### src/rtl/spi_periph_pkg.sv
// ============================================================================
// Module  : spi_periph_pkg
// Brief   : Shared types and constants for the SPI register-file peripheral.
// Rev     : 1.0
// ============================================================================
`default_nettype none

package spi_periph_pkg;

  typedef enum logic [2:0] {
    IDLE = 3'd0,
    CMD  = 3'd1,
    ADDR = 3'd2,
    DATA = 3'd3,
    DONE = 3'd4
  } spi_state_e;

  localparam logic OP_READ  = 1'b0;
  localparam logic OP_WRITE = 1'b1;

  function automatic int frame_w(input int addr_w, input int data_w);
    return 1 + addr_w + data_w;
  endfunction

endpackage

`default_nettype wire

### src/rtl/spi_sync_edge.sv
// ============================================================================
// Module  : spi_sync_edge
// Brief   : Multi-flop synchroniser for one asynchronous SPI pin with rise/fall
//           pulses generated from an extra edge-detect flop.
// Rev     : 1.0
// ============================================================================
`default_nettype none

module spi_sync_edge #(
  parameter int   SYNC_STAGES = 2,
  parameter logic RESET_VAL   = 1'b0
) (
  input  logic clk,
  input  logic rst_n,
  input  logic async_i,
  output logic level_o,
  output logic rise_o,
  output logic fall_o
);

  logic [SYNC_STAGES-1:0] sync_q;
  logic                   prev_q;

  always_ff @(posedge clk or negedge rst_n) begin
    if (!rst_n) begin
      sync_q <= {SYNC_STAGES{RESET_VAL}};
      prev_q <= RESET_VAL;
    end else begin
      sync_q <= {sync_q[SYNC_STAGES-2:0], async_i};
      prev_q <= sync_q[SYNC_STAGES-1];
    end
  end

  assign level_o = sync_q[SYNC_STAGES-1];
  assign rise_o  = level_o & ~prev_q;
  assign fall_o  = ~level_o & prev_q;

endmodule

`default_nettype wire

### src/rtl/spi_regfile_periph.sv
// ============================================================================
// Module  : spi_regfile_periph
// Brief   : SPI Mode-0 peripheral driving a NUM_REGS x DATA_W register file,
//           with frame-error counting. Define SPI_READBACK_EN for CIPO reads.
// Rev     : 1.0
// ============================================================================
`default_nettype none

module spi_regfile_periph
  import spi_periph_pkg::*;
#(
  parameter int NUM_REGS    = 5,
  parameter int DATA_W      = 8,
  parameter int ADDR_W      = 7,
  parameter int SYNC_STAGES = 2,
  parameter int ERR_W       = 8
) (
  input  logic                       clk,
  input  logic                       rst_n,
  input  logic                       ncs,
  input  logic                       sclk,
  input  logic                       copi,
  output logic                       cipo,
  output logic                       cipo_oe,
  output logic [NUM_REGS*DATA_W-1:0] regs_flat,
  output logic                       wr_pulse,
  output logic [ADDR_W-1:0]          wr_addr,
  output logic [ERR_W-1:0]           err_cnt
);

  localparam int               FRAME_W      = frame_w(ADDR_W, DATA_W);
  localparam int               CNT_W        = $clog2(FRAME_W + 1);
  localparam logic [CNT_W-1:0] ADDR_END     = CNT_W'(1 + ADDR_W);
  localparam logic [CNT_W-1:0] DATA_END     = CNT_W'(FRAME_W);
  localparam logic [ADDR_W:0]  NUM_REGS_EXT = (ADDR_W + 1)'(NUM_REGS);

  logic ncs_lvl, ncs_rise, ncs_fall;
  logic sclk_lvl, sclk_rise, sclk_fall;
  logic copi_lvl, copi_rise, copi_fall;

  spi_sync_edge #(.SYNC_STAGES(SYNC_STAGES), .RESET_VAL(1'b1)) u_sync_ncs (
    .clk(clk), .rst_n(rst_n), .async_i(ncs),
    .level_o(ncs_lvl), .rise_o(ncs_rise), .fall_o(ncs_fall)
  );
  spi_sync_edge #(.SYNC_STAGES(SYNC_STAGES), .RESET_VAL(1'b0)) u_sync_sclk (
    .clk(clk), .rst_n(rst_n), .async_i(sclk),
    .level_o(sclk_lvl), .rise_o(sclk_rise), .fall_o(sclk_fall)
  );
  spi_sync_edge #(.SYNC_STAGES(SYNC_STAGES), .RESET_VAL(1'b0)) u_sync_copi (
    .clk(clk), .rst_n(rst_n), .async_i(copi),
    .level_o(copi_lvl), .rise_o(copi_rise), .fall_o(copi_fall)
  );

  spi_state_e                 state_q, state_d;
  logic [CNT_W-1:0]           cnt_q, cnt_d;
  logic                       rw_q, rw_d;
  logic [ADDR_W-1:0]          addr_q, addr_d;
  logic [DATA_W-1:0]          data_q, data_d;
  logic                       ovl_q, ovl_d;
  logic [NUM_REGS*DATA_W-1:0] regs_q;
  logic                       wr_pulse_q;
  logic [ADDR_W-1:0]          wr_addr_q;
  logic [ERR_W-1:0]           err_q;

  logic              commit, reject, load_out, good_len, addr_ok;
  logic [CNT_W-1:0]  cnt_inc;
  logic [ADDR_W-1:0] addr_shift;

  assign cnt_inc    = cnt_q + 1'b1;
  assign addr_shift = {addr_q[ADDR_W-2:0], copi_lvl};
  assign good_len   = (state_q == DONE) && !ovl_q;
  assign addr_ok    = {1'b0, addr_q} < NUM_REGS_EXT;

  always_comb begin
    state_d  = state_q;
    cnt_d    = cnt_q;
    rw_d     = rw_q;
    addr_d   = addr_q;
    data_d   = data_q;
    ovl_d    = ovl_q;
    commit   = 1'b0;
    reject   = 1'b0;
    load_out = 1'b0;
    if (ncs_rise) begin
      state_d = IDLE;
      if (state_q != IDLE) begin
        if (good_len && rw_q == OP_WRITE && addr_ok) begin
          commit = 1'b1;
        end else if (!(good_len && rw_q == OP_READ)) begin
          reject = 1'b1;
        end
      end
    end else begin
      case (state_q)
        IDLE: begin
          if (ncs_fall) begin
            state_d = CMD;
            cnt_d   = '0;
            rw_d    = OP_READ;
            addr_d  = '0;
            data_d  = '0;
            ovl_d   = 1'b0;
          end
        end
        CMD: begin
          if (sclk_rise) begin
            rw_d    = copi_lvl;
            cnt_d   = cnt_inc;
            state_d = ADDR;
          end
        end
        ADDR: begin
          if (sclk_rise) begin
            addr_d = addr_shift;
            cnt_d  = cnt_inc;
            if (cnt_inc == ADDR_END) begin
              state_d  = DATA;
              load_out = 1'b1;
            end
          end
        end
        DATA: begin
          if (sclk_rise) begin
            data_d = {data_q[DATA_W-2:0], copi_lvl};
            cnt_d  = cnt_inc;
            if (cnt_inc == DATA_END) begin
              state_d = DONE;
            end
          end
        end
        DONE: begin
          // Extra edges after a full frame only poison it; the payload is kept.
          if (sclk_rise) begin
            ovl_d = 1'b1;
          end
        end
        default: state_d = IDLE;
      endcase
    end
  end

  always_ff @(posedge clk or negedge rst_n) begin
    if (!rst_n) begin
      state_q    <= IDLE;
      cnt_q      <= '0;
      rw_q       <= OP_READ;
      addr_q     <= '0;
      data_q     <= '0;
      ovl_q      <= 1'b0;
      regs_q     <= '0;
      wr_pulse_q <= 1'b0;
      wr_addr_q  <= '0;
      err_q      <= '0;
    end else begin
      state_q    <= state_d;
      cnt_q      <= cnt_d;
      rw_q       <= rw_d;
      addr_q     <= addr_d;
      data_q     <= data_d;
      ovl_q      <= ovl_d;
      wr_pulse_q <= commit;
      if (commit) begin
        wr_addr_q <= addr_q;
      end
      if (reject && (err_q != {ERR_W{1'b1}})) begin
        err_q <= err_q + 1'b1;
      end
      for (int i = 0; i < NUM_REGS; i++) begin
        if (commit && addr_q == ADDR_W'(i)) begin
          regs_q[i*DATA_W +: DATA_W] <= data_q;
        end
      end
    end
  end

  assign regs_flat = regs_q;
  assign wr_pulse  = wr_pulse_q;
  assign wr_addr   = wr_addr_q;
  assign err_cnt   = err_q;

  logic unused_pins;
  assign unused_pins = ^{copi_rise, copi_fall, sclk_lvl};

`ifdef SPI_READBACK_EN
  logic [DATA_W-1:0] out_q;
  logic [DATA_W-1:0] rd_data;
  logic              oe_q;

  always_comb begin
    rd_data = '0;
    for (int i = 0; i < NUM_REGS; i++) begin
      if (addr_shift == ADDR_W'(i)) begin
        rd_data = regs_q[i*DATA_W +: DATA_W];
      end
    end
  end

  // The fall right after loading precedes the first data sample, so hold the MSB.
  always_ff @(posedge clk or negedge rst_n) begin
    if (!rst_n) begin
      out_q <= '0;
      oe_q  <= 1'b0;
    end else begin
      oe_q <= ~ncs_lvl;
      if (ncs_rise || (state_q == IDLE && ncs_fall)) begin
        out_q <= '0;
      end else if (load_out) begin
        out_q <= (rw_q == OP_READ) ? rd_data : '0;
      end else if (sclk_fall && ((state_q == DATA && cnt_q != ADDR_END) || state_q == DONE)) begin
        out_q <= {out_q[DATA_W-2:0], 1'b0};
      end
    end
  end

  assign cipo    = out_q[DATA_W-1];
  assign cipo_oe = oe_q;
`else
  logic unused_rb;
  assign unused_rb = ^{sclk_fall, ncs_lvl, load_out};
  assign cipo      = 1'b0;
  assign cipo_oe   = 1'b0;
`endif

endmodule

`default_nettype wire

### config.mk
export PLATFORM = sky130hd
export DESIGN_NAME = spi_regfile_periph
export DESIGN_NICKNAME = d
export VERILOG_FILES = /design/src/rtl/spi_periph_pkg.sv /design/src/rtl/spi_sync_edge.sv /design/src/rtl/spi_regfile_periph.sv
export SDC_FILE = /design/constraint.sdc
export NUM_CORES = 1
export LEC_CHECK = 0
export BUFFER_PORTS_ARGS = -buffer_cell sky130_fd_sc_hd__buf_2
export CAP_MARGIN = 30
export CORE_ASPECT_RATIO = 1.25
export CORE_UTILIZATION = 40
export DETAILED_ROUTE_END_ITERATION = 7
export GPL_ROUTABILITY_DRIVEN = 0
export GPL_TIMING_DRIVEN = 0
export PLACE_DENSITY = 0.56
export SYNTH_ARGS = -nofsm -noshare
export SYNTH_HDL_FRONTEND = slang
export SYNTH_SLANG_ARGS = --single-unit
### constraint.sdc
create_clock -name clk -period 4.28 [get_ports clk]
set_input_delay 0.428 -clock clk [delete_from_list [all_inputs] [get_ports clk]]
set_output_delay 0.428 -clock clk [all_outputs]
set_load 0.02 [all_outputs]
==> summary.md, run 1 <==
| Metric | Value |
|---|---|
| Vias in the first global route | `2533` |
| Routed vias/inst | `4.97` |
| Root buffer cell | `clkbuf_16` |
| Netlist cell types | `47` |
| Vias post-DR | `2600` |
| Post-synthesis cell area | `3840 um^2` |
| Global-route wire length before repair | `12.6 mm` |
| Final Core Density | `50.1%` |
| Worst EP arrival | `2.49 ns` |
| Hold crit path type | `input pin to asynchronous set/reset pin` |
| Slew @ Worst Pin | `0.753 ns` |
| Period minus WS final | `2.28 ns` |
| Synthesized flop and latch total | `89` |
| DR iter-0 viols | `106` |
| ANT cells | `0` |
| Sink Count | `89` |
| Clock skew | `0.00707 ns` |
| Initial antenna violation count | `0` |
| Seq/Total Area, Yosys | `58.1%` |
| Nets | `405` |
| Hold_buf cts | `0` |
| Layout cells sized above 1 | `33.5%` |
| Max_cap viols | `0` |
| Share of the synthesized area in the top cell type | `56.1%` |
| Crit path max fanout | `8` |
| Average wire per standard cell | `14.3 um` |
| Cells after Synth | `322` |
| Setup TNS | `0 ns` |
| Worst Slack Setup Final | `2.00 ns` |
| Maximum vdd drop | `0.188 mV` |
| Routed WL | `7.49 mm` |
| Slew HR | `49.4%` |
| Detailed placement HPWL | `5.35 mm` |
| Bufs and invs on worst path | `1` |
| Final ANT Viol Nets | `0` |
| Pin count of the biggest net entering global routing | `57` |
| CP max-delay cell | `dfstp_2` |
| Worst-path cell chain | `ha_1 > o31ai_2 > nor3_4 > and4_1 > buf_4 > mux2_1` |
| Most common cell in the synthesized netlist | `dfrtp_1` |
| Largest area contributor in the netlist | `dfrtp_1` |
| Clk pin slew, worst setup/hold paths | `0.06 ns` |
| DR pass1 iterations | `4` |
| Status | `complete, no violations` |
| Final Hold Viols | `0` |
| Pre-CTS WS | `1.95 ns` |
| Pwr per Cell Area | `472 nW/um^2` |
| Starting density of the core | `41.6%` |
| Post-synth EDFFs | `0` |
| Setup violators final | `0` |
| Leakage | `2.32 nW` |
| Syn avg cell area | `11.9 um^2` |
| Final period utilization | `53.2%` |
| # rows | `39` |
| Ys flop type | `dfrtp_1` |
| Tot Pwr | `2.18 mW` |
| Crit. End Element | `flip-flop` |
| Drt drc | `0` |
| Post_cts resized | `0` |
| Required @ worst endpoint | `4.50 ns` |
| Die Span X | `89.6 um` |
| Die height | `112 um` |
| CTS tree | `yes` |
| R2R setup slack | `2.00 ns` |
| Ranking of synthesized cells by area | `dfrtp_1 56%, mux2_2 11%, nand2_1 5.3%` |
| All-Layer GR Usage | `16.6%` |
| H-tree Lvls | `3` |
| RSZ-0062 raised after global routing | `no` |
| Port Buf Inserts | `60` |
| Reg2Reg Depth | `6` |
| Die ar. | `9990 um^2` |
| Max Slew Vio Count | `0` |
| Setup bufs post-CTS | `0` |
| Synth Warn # | `0` |
| Worst-Skew Late Latency | `0.33 ns` |
| Critical path's top delay family | `simple AND/OR/NAND/NOR gates` |
| Slowest stage delay, CP | `0.54 ns` |
| WS Path Type | `flip-flop to flip-flop` |
| GRT Residual Overflow | `0` |
| Fmax | `439 MHz` |
| FF-to-FF Start | `u_sync_ncs.sync_q[1]` |
| Startpoint types | `flip-flop` |
| Area grow syn2layout | `20.3%` |
| Ys async rst share | `100%` |
| Max clock buf depth | `2` |
| Post-synth top cells | `86 x dfrtp_1, 54 x nand2_1, 36 x mux2_2, 26 x o21ai_0, 11 x nor2_1` |
| TritonCTS buffer count | `9` |
| I/O Pins | `63` |
| Reg2Reg Capture Point | `regs_flat[11]` |
| Core Area | `9220 um^2` |
## state kept, by name, summed over array words and instances, names as in the netlist
name	flops
data_q	8
u_sync_sclk.prev_q	1
wr_pulse	1
u_sync_sclk.sync_q	2
addr_q	7
regs_flat	40
wr_addr	7
u_sync_ncs.prev_q	1
ovl_q	1
state_q	3
err_cnt	8
cnt_q	5
u_sync_ncs.sync_q	2
u_sync_copi.sync_q	2
rw_q	1
## cell type report
class | instances | area (um^2)
inverters | 3 | 11.3
multi-input cells | 215 | 1520
flip-flops and latches | 89 | 2230
repair buffers | 61 | 330
clock buffers | 12 | 267
clock inverters | 4 | 26.3
plain buffers | 16 | 77.6
fillers | 846 | 4600
well taps | 123 | 154
## cells in the final DEF, fill, tap and decap left out, types with 3 or more instances in the layout
master and n:
o21ai_0 26, clkbuf_8 3, mux2_2 36, clkbuf_16 9, buf_2 64, o211ai_1 4
nand2_1 54, nor2_1 11, ha_1 5, nand3_1 5, xnor2_1 7, clkbuf_1 7
dfrtp_1 86, dfstp_2 3, nor2b_1 6, buf_4 4, mux2_1 8, nor3_1 3
nand4_1 5, a21oi_1 7, inv_1 3
## layer usage
metal / vias up / GRT usage [%] / wire length, um
met3: 11 / 2.82 / 266
met4: 0 / 8.04 / 163
li1: 1271 / - / -
met2: 53 / 27.5 / 3720
met1: 1265 / 20.5 / 3340
met5: - / 0 / 0
## power by group
| part | internal (mW) | total (mW) | switching, mW |
|---|---|---|---|
| Clock | 0.440 | 0.748 | 0.309 |
| Combinational | 0.158 | 0.453 | 0.295 |
| Sequential | 0.906 | 0.979 | 0.0728 |
| Total | 1.50 | 2.18 | 0.677 |
## through the flow
| step | cells | area, um^2 | hold WS, ns |
|---|---|---|---|
| 6_report | 523 | 4620 | 0.0475 |
| 5_1_grt | 523 | 4620 | 0.0873 |
| 4_1_cts | 523 | 4620 | 0.0589 |
| 3_5_place_dp | 507 | 4330 | 0.339 |
| 3_3_place_gp | 506 | 4300 | 0.337 |
| 2_1_floorplan | 323 | 3840 | 0.132 |
## worst max path at each step
stage / from / to / depth (start not counted) / slack, ns
3_5_place_dp: u_sync_ncs.sync_q[1] / regs_flat[13] / 6 / 1.95
2_1_floorplan: u_sync_ncs.sync_q[1] / regs_flat[10] / 6 / 2.28
4_1_cts: u_sync_ncs.sync_q[1] / regs_flat[13] / 6 / 1.94
5_1_grt: u_sync_ncs.sync_q[1] / regs_flat[13] / 6 / 1.88
6_report: u_sync_ncs.sync_q[1] / regs_flat[11] / 6 / 2.00
3_3_place_gp: u_sync_ncs.sync_q[1] / regs_flat[9] / 6 / 1.98
## cell families after synthesis
logic type               Yosys count  share of synthesized area [%]
multiplexers                      46                           13.4
AND/OR/NAND/NOR                  105                           14.9
XOR/XNOR                           9                           2.05
flip-flops                        89                           58.1
buffers and inverters             19                           2.31
other                              1                         0.0977
adder cells (fa/ha/maj)            5                           1.63
AO/OA/AOI/OAI                     48                           7.43
No activity file was read; power rests on OpenSTA's default activity.
==> inputs of run 2 (changes only) <==
==> constraint.sdc (replaced) <==
create_clock -name clk -period 2.3 [get_ports clk]
set_input_delay 0.23 -clock clk [delete_from_list [all_inputs] [get_ports clk]]
set_output_delay 0.23 -clock clk [all_outputs]
set_load 0.02 [all_outputs]
==> summary.md, run 2 (same netlist as run 1, synthesis figures left out) <==
| Metric | Value |
|---|---|
| Hold crit path type | `flip-flop to flip-flop (was input pin to asynchronous set/reset pin)` |
| Clk pin slew, worst setup/hold paths | `0.06 ns (about the same)` |
| Hold slack | `0.350 ns (was 0.0475 ns)` |
| Global-route wire length before repair | `12.7 mm (was 12.6 mm)` |
| Max clock buf depth | `2 (unchanged)` |
| Fmax | `469 MHz (was 439 MHz)` |
| Most common cell after layout, fill and taps aside | `dfrtp_1 (unchanged)` |
| Reg2Reg Capture Point | `addr_q[2] (was regs_flat[11])` |
| GRT Residual Overflow | `0 (unchanged)` |
| Startpoint types | `flip-flop (unchanged)` |
| Max Slew Vio Count | `0 (unchanged)` |
| Setup TNS | `0 ns (unchanged)` |
| Nets | `410 (was 405)` |
| Crit. End Element | `flip-flop (unchanged)` |
| Starting density of the core | `41.6% (unchanged)` |
| DR iter-0 viols | `90 (was 106)` |
| Average wire per standard cell | `14.2 um (was 14.3 um)` |
| Routed WL | `7.52 mm (was 7.49 mm)` |
| Final Hold Viols | `0 (unchanged)` |
| Slew @ Worst Pin | `0.743 ns (was 0.753 ns)` |
| ANT cells | `0 (unchanged)` |
| Finished Cell Area | `4670 um^2 (was 4620 um^2)` |
| Final cell count without fillers | `528 (was 523)` |
| Crit path max fanout | `10 (was 8)` |
| Vias in the first global route | `2552 (was 2533)` |
| Port Buf Inserts | `60 (unchanged)` |
| Core Area | `9220 um^2 (unchanged)` |
| H-tree Lvls | `3 (unchanged)` |
| Reg2Reg Depth | `7 (was 6)` |
| Required @ worst endpoint | `2.50 ns (was 4.50 ns)` |
| Hold path cells | `0` |
| DR pass1 iterations | `4 (unchanged)` |
| Die ar. | `9990 um^2 (unchanged)` |
| Initial antenna violation count | `0 (unchanged)` |
| Final ANT Viol Nets | `0 (unchanged)` |
| Worst EP arrival | `2.33 ns (was 2.49 ns)` |
| Leakage | `2.35 nW (was 2.32 nW)` |
| Maximum vdd drop | `0.350 mV (was 0.188 mV)` |
| Placed inst area | `4330 um^2 (unchanged)` |
| Final period utilization | `92.7% (was 53.2%)` |
| Detailed placement HPWL | `5.35 mm (unchanged)` |
| Status | `complete, no violations (unchanged)` |
| WS Path Type | `flip-flop to flip-flop (unchanged)` |
| TritonCTS buffer count | `9 (unchanged)` |
| Pwr per Cell Area | `871 nW/um^2 (was 472 nW/um^2)` |
| R2R setup slack | `0.17 ns (was 2.00 ns)` |
| Tot Pwr | `4.07 mW (was 2.18 mW)` |
| Max_cap viols | `0 (unchanged)` |
| Vias post-DR | `2623 (was 2600)` |
| Max reg flops | `40 (unchanged)` |
| Min-delay src | `u_sync_sclk.sync_q[0]` |
| FF-to-FF Start | `u_sync_ncs.prev_q (was u_sync_ncs.sync_q[1])` |
| CTS tree | `yes (unchanged)` |
| Period minus WS final | `2.13 ns (was 2.28 ns)` |
| Placed insts | `507 (unchanged)` |
| Die Span X | `89.6 um (unchanged)` |
| Layout cells sized above 1 | `34.1% (was 33.5%)` |
| Root buffer cell | `clkbuf_16 (unchanged)` |
| Clock skew | `0.00707 ns (about the same)` |
| Drt drc | `0 (unchanged)` |
| Pin count of the biggest net entering global routing | `57 (unchanged)` |
| Commonest cells after routing, fill and taps aside | `86 x dfrtp_1, 64 x buf_2, 54 x nand2_1, 36 x mux2_2, 26 x o21ai_0 (unchanged)` |
| Die height | `112 um (unchanged)` |
| Worst-Skew Late Latency | `0.33 ns (about the same)` |
| Area grow syn2layout | `21.7% (was 20.3%)` |
| All-Layer GR Usage | `16.7% (was 16.6%)` |
| # rows | `39 (unchanged)` |
| Routed vias/inst | `4.97 (about the same)` |
| I/O Pins | `63 (unchanged)` |
| Worst-case hold path end point | `u_sync_sclk.sync_q[1]` |
| Setup violators final | `0 (unchanged)` |
| Slew HR | `50.1% (was 49.4%)` |
| RSZ-0062 raised after global routing | `no (unchanged)` |
| Sink Count | `89 (unchanged)` |
==> run 2: layout make-up <==
| cell class | instances | area (um^2) |
|---|---|---|
| fill | 843 | 4550 |
| sequential | 89 | 2230 |
| multi-input combinational | 215 | 1530 |
| timing repair buffer | 66 | 378 |
| clock buffer | 12 | 267 |
| tap | 123 | 154 |
| buffer | 16 | 78.8 |
| clock inverter | 4 | 26.3 |
| inverter | 3 | 11.3 |
==> run 2: routing by layer <==
layer  vias to the layer above  GRT usage (%)  wire [um]
met4                         0           8.04        163
met5                         -              0          0
met1                      1269           20.6       3350
li1                       1284              -          -
met2                        59           27.7       3740
met3                        11           2.82        256
==> run 2: power by group <==
| group | internal (mW) | total, mW | switching, mW |
|---|---|---|---|
| registers | 1.69 | 1.82 | 0.135 |
| logic | 0.302 | 0.854 | 0.552 |
| clock network | 0.818 | 1.39 | 0.575 |
==> run 2: worst max-delay path by stage <==
stage                     slack (ns)             to            startpoint
after floorplan                 0.30  regs_flat[10]  u_sync_ncs.sync_q[1]
after global placement        0.0002   regs_flat[9]  u_sync_ncs.sync_q[1]
after detailed placement       -0.03  regs_flat[13]  u_sync_ncs.sync_q[1]
after CTS                       0.11      addr_q[6]     u_sync_ncs.prev_q
after global routing            0.03      addr_q[6]     u_sync_ncs.prev_q
final                           0.17      addr_q[2]     u_sync_ncs.prev_q
==> run 2: through the flow <==
stage / setup WS, ns / util [%]
global route: 0.0337 / 50.7
global placement: 0.000200 / 46.6
finish: 0.169 / 50.7
detailed placement: -0.0347 / 46.9
CTS: 0.112 / 50.6
floorplan: 0.299 / -
==> run 2: repair_timing <==
action / 4_1_cts / 5_1_grt
pin swaps: 1 / 0
setup buffers: 1 / 0
hold buffers: 4 / 0
hold endpoints to repair: 36 / 0
endpoints found under the setup margin: 8 / 7
resized for setup: 0 / 5
gates cloned: 0 / 0
==> run 2: worst max-delay path: stages, from the launching register on <==
cell	delay, ns
dfstp_2	0.53
inv_1	0.04
ha_1	0.28
or2_2	0.36
or3_1	0.43
clkbuf_2	0.21
nand2_1	0.08
o21ai_0	0.08
==> inputs of run 3 (changes only) <==
--- a/config.mk
+++ b/config.mk
@@ -5,6 +5,7 @@
 export SDC_FILE = /design/constraint.sdc
 export NUM_CORES = 1
 export LEC_CHECK = 0
+export ABC_AREA = 1
 export BUFFER_PORTS_ARGS = -buffer_cell sky130_fd_sc_hd__buf_2
 export CAP_MARGIN = 30
 export CORE_ASPECT_RATIO = 1.25
@@ -12,6 +13,7 @@
 export DETAILED_ROUTE_END_ITERATION = 7
 export GPL_ROUTABILITY_DRIVEN = 0
 export GPL_TIMING_DRIVEN = 0
+export MAX_ROUTING_LAYER = met4
 export PLACE_DENSITY = 0.56
 export SYNTH_ARGS = -nofsm -noshare
 export SYNTH_HDL_FRONTEND = slang
==> constraint.sdc (replaced) <==
create_clock -name clk -period 2.71 [get_ports clk]
set_input_delay 0.271 -clock clk [delete_from_list [all_inputs] [get_ports clk]]
set_output_delay 0.271 -clock clk [all_outputs]
set_load 0.02 [all_outputs]
==> summary.md, run 3 <==
| Metric | Value |
|---|---|
| Area grow syn2layout | `20.7% (was 21.7%)` |
| Adder-Cell Fraction of Synth Area | `1.53% (was 1.63%)` |
| Min-delay src | `ncs (was u_sync_sclk.sync_q[0])` |
| Setup violators final | `0 (unchanged)` |
| Ys async rst share | `100% (unchanged)` |
| # rows | `40 (was 39)` |
| Routed vias/inst | `5.07 (was 4.97)` |
| Die ar. | `10600 um^2 (was 9990 um^2)` |
| Reg2Reg Depth | `9 (was 7)` |
| Average wire per standard cell | `13.6 um (was 14.2 um)` |
| Final Hold Viols | `0 (unchanged)` |
| Cells after Synth | `454 (was 322)` |
| Commonest cells after routing, fill and taps aside | `152 x nand2_1, 86 x dfrtp_1, 62 x buf_2, 55 x nand3_1, 26 x o21ai_0 (was 86 x dfrtp_1, 64 x buf_2, 54 x nand2_1, 36 x mux2_2, 26 x o21ai_0)` |
| All-Layer GR Usage | `18.6% (was 16.7%)` |
| Pwr per Cell Area | `781 nW/um^2 (was 871 nW/um^2)` |
| I/O Pins | `63 (unchanged)` |
| Clock skew | `0.00829 ns (was 0.00707 ns)` |
| DR pass1 iterations | `6 (was 4)` |
| Pin count of the biggest net entering global routing | `64 (was 57)` |
| Detailed placement HPWL | `6.25 mm (was 5.35 mm)` |
| Largest area contributor in the netlist | `dfrtp_1 (unchanged)` |
| Status | `complete, no violations (unchanged)` |
| Seq/Total Area, Yosys | `54.5% (was 58.1%)` |
| Synth Warn # | `0 (unchanged)` |
| Core Area | `9760 um^2 (was 9220 um^2)` |
| Clk pin slew, worst setup/hold paths | `0.07 ns (was 0.06 ns)` |
| Most common cell in the synthesized netlist | `nand2_1 (was dfrtp_1)` |
| Worst Slack Setup Final | `0.680 ns (was 0.169 ns)` |
| Leakage | `2.72 nW (was 2.35 nW)` |
| FF-to-FF Start | `u_sync_ncs.sync_q[1] (was u_sync_ncs.prev_q)` |
| Compound-Gate Fraction of Synth Area | `3.97% (was 7.43%)` |
| Final period utilization | `74.9% (was 92.7%)` |
| Share of the synthesized area in the top cell type | `52.6% (was 56.1%)` |
| Max_cap viols | `0 (unchanged)` |
| Bufs and invs on worst path | `3 (was 2)` |
| Hold slack | `0.0286 ns (was 0.350 ns)` |
| Post-synthesis cell area | `4100 um^2 (was 3840 um^2)` |
| DR iter-0 viols | `130 (was 90)` |
| Main combinational cell family by area after synthesis | `simple AND/OR/NAND/NOR gates (unchanged)` |
| Synthesized flop and latch total | `89 (unchanged)` |
| Max Slew Vio Count | `0 (unchanged)` |
| Slew @ Worst Pin | `0.542 ns (was 0.743 ns)` |
| Max clock buf depth | `2 (unchanged)` |
| Required @ worst endpoint | `2.94 ns (was 2.50 ns)` |
| Max reg flops | `40 (unchanged)` |
| Starting density of the core | `42.0% (was 41.6%)` |
| Setup TNS | `0 ns (unchanged)` |
| Routed WL | `8.94 mm (was 7.52 mm)` |
| Sink Count | `89 (unchanged)` |
| Worst-case hold path end point | `u_sync_ncs.sync_q[0] (was u_sync_sclk.sync_q[1])` |
| H-tree Lvls | `3 (unchanged)` |
| Synth Area in XOR/XNOR | `1.28% (was 2.05%)` |
| Slew HR | `63.7% (was 50.1%)` |
| Post-synth EDFFs | `0 (unchanged)` |
| Crit path max fanout | `10 (unchanged)` |
| Vias in the first global route | `3118 (was 2552)` |
| Startpoint types | `flip-flop (unchanged)` |
| Mux contribution to synthesized area | `0.244% (was 13.4%)` |
| Hold crit path type | `input pin to flip-flop (was flip-flop to flip-flop)` |
| Simple-Gate Fraction of Synth Area | `33.4% (was 14.9%)` |
| Slowest stage delay, CP | `0.54 ns (was 0.53 ns)` |
| Nets | `538 (was 410)` |
| R2R setup slack | `0.68 ns (was 0.17 ns)` |
| Most common cell after layout, fill and taps aside | `nand2_1 (was dfrtp_1)` |
| TritonCTS buffer count | `9 (unchanged)` |
| Final ANT Viol Nets | `0 (unchanged)` |
| Die Span X | `92.5 um (was 89.6 um)` |
| Global-route wire length before repair | `15.0 mm (was 12.7 mm)` |
| Post-synth top cells | `152 x nand2_1, 86 x dfrtp_1, 55 x nand3_1, 26 x o21ai_0, 25 x inv_1 (was 86 x dfrtp_1, 54 x nand2_1, 36 x mux2_2, 26 x o21ai_0, 11 x nor2_1)` |
| GRT Residual Overflow | `0 (unchanged)` |
| WS Path Type | `flip-flop to flip-flop (unchanged)` |
| Maximum vdd drop | `0.364 mV (was 0.350 mV)` |
| CP max-delay cell | `dfstp_2 (unchanged)` |
| Crit. End Element | `flip-flop (unchanged)` |
| Syn avg cell area | `9.02 um^2 (was 11.9 um^2)` |
| RSZ-0062 raised after global routing | `no (unchanged)` |
| Fmax | `493 MHz (was 469 MHz)` |
| Initial antenna violation count | `0 (unchanged)` |
| Port Buf Inserts | `60 (unchanged)` |
| Vias post-DR | `3344 (was 2623)` |
| Setup bufs post-CTS | `0 (was 1)` |
| Period minus WS final | `2.03 ns (was 2.13 ns)` |
| Pre-CTS WS | `0.715 ns (was -0.0347 ns)` |
| Hold path cells | `1 (was 0)` |
| Root buffer cell | `clkbuf_16 (unchanged)` |
| Reg2Reg Capture Point | `regs_flat[32] (was addr_q[2])` |
| Drt drc | `0 (unchanged)` |
| Die height | `115 um (was 112 um)` |
| ANT cells | `0 (unchanged)` |
| Ys flop type | `dfrtp_1 (unchanged)` |
| Final Core Density | `50.6% (was 50.7%)` |
| Critical path's top delay family | `simple AND/OR/NAND/NOR gates (unchanged)` |
| Ranking of synthesized cells by area | `dfrtp_1 53%, nand2_1 14%, nand3_1 6.7% (was dfrtp_1 56%, mux2_2 11%, nand2_1 5.3%)` |
| Netlist cell types | `37 (was 47)` |
| Worst-Skew Late Latency | `0.34 ns (was 0.33 ns)` |
| CTS tree | `yes (unchanged)` |
| Worst EP arrival | `2.26 ns (was 2.33 ns)` |
| Worst-path cell chain | `ha_1 > buf_2 > inv_1 > nor2_1 > inv_1 > nor2_8 > nand2_2 > nand2_1 > nand2_1 (was inv_1 > ha_1 > or2_2 > or3_1 > clkbuf_2 > nand2_1 > o21ai_0)` |
| Layout cells sized above 1 | `22.7% (was 34.1%)` |
## run 3: changes by cell type in the layout (fill, tap and decap cells not counted), moves of 6 or more
| cell | before | now |
|---|---|---|
| nand2_2 | 1 | 7 |
| nand4_1 | 5 | 24 |
| nor2b_1 | 6 | 0 |
| nand3_1 | 5 | 55 |
| inv_2 | 0 | 6 |
| mux2_1 | 8 | 0 |
| mux2_2 | 36 | 0 |
| nand2_1 | 54 | 152 |
| inv_1 | 3 | 25 |
## run 3: cell families (layout without fill, tap and decap cells)
logic type / count (synthesis) / in the layout
simple gates: 276 / 276
fa+ha+maj: 5 / 5
flops: 89 / 89
compound gates: 31 / 31
buf+inv: 45 / 123
mux: 1 / 1
other cells: 1 / 2
xor+xnor: 6 / 6
## run 3: stage by stage
| stage | instances | cell area [um^2] | power [mW] |
|---|---|---|---|
| global placement | 641 | 4560 | 2.42 |
| floorplan | 455 | 4100 | 2.21 |
| detailed placement | 642 | 4590 | 2.45 |
| CTS | 659 | 4940 | 3.89 |
| finish | 659 | 4940 | 3.86 |
| global route | 659 | 4940 | 4.08 |
## run 3: area by class of cell
type	instances	area [um^2]
Multi-Input combinational cell	321	1660
Sequential cell	89	2230
Clock inverter	6	115
Inverter	31	116
Clock buffer	10	229
Timing Repair Buffer	62	340
Fill cell	951	4820
Tap cell	126	158
Buffer	14	90.1
## run 3: power breakdown
part | internal (mW) | total [mW] | switching, mW
sequential | 1.42 | 1.54 | 0.122
combinational | 0.262 | 0.883 | 0.621
clock | 0.906 | 1.43 | 0.524
total | 2.59 | 3.86 | 1.27
## run 3: routing by layer
metal	wire length (um)	vias to the layer above	share of wire (%)	GRT usage, %
met2	4480	75	50	30.4
met4	235	0	2.6	8.85
met3	316	16	3.5	3.44
li1	-	1658	-	-
met5	0	-	0	-
met1	3910	1595	44	22.3
## run 3: worst max path at each step
| stage | startpoint | endpoint | depth (start not counted) |
|---|---|---|---|
| final | u_sync_ncs.sync_q[1] | regs_flat[32] | 9 |
| after global placement | rst_n | err_cnt[7] | 1 |
| after CTS | u_sync_ncs.sync_q[1] | regs_flat[32] | 9 |
| after global routing | u_sync_ncs.sync_q[1] | regs_flat[1] | 9 |
| after detailed placement | u_sync_ncs.sync_q[1] | regs_flat[38] | 9 |
| after floorplan | u_sync_ncs.sync_q[1] | regs_flat[16] | 6 |
## run 3: repair_timing
action	in CTS	in global routing
resized for setup	0	0
hold buffers	1	0
endpoints found under the hold margin	23	0
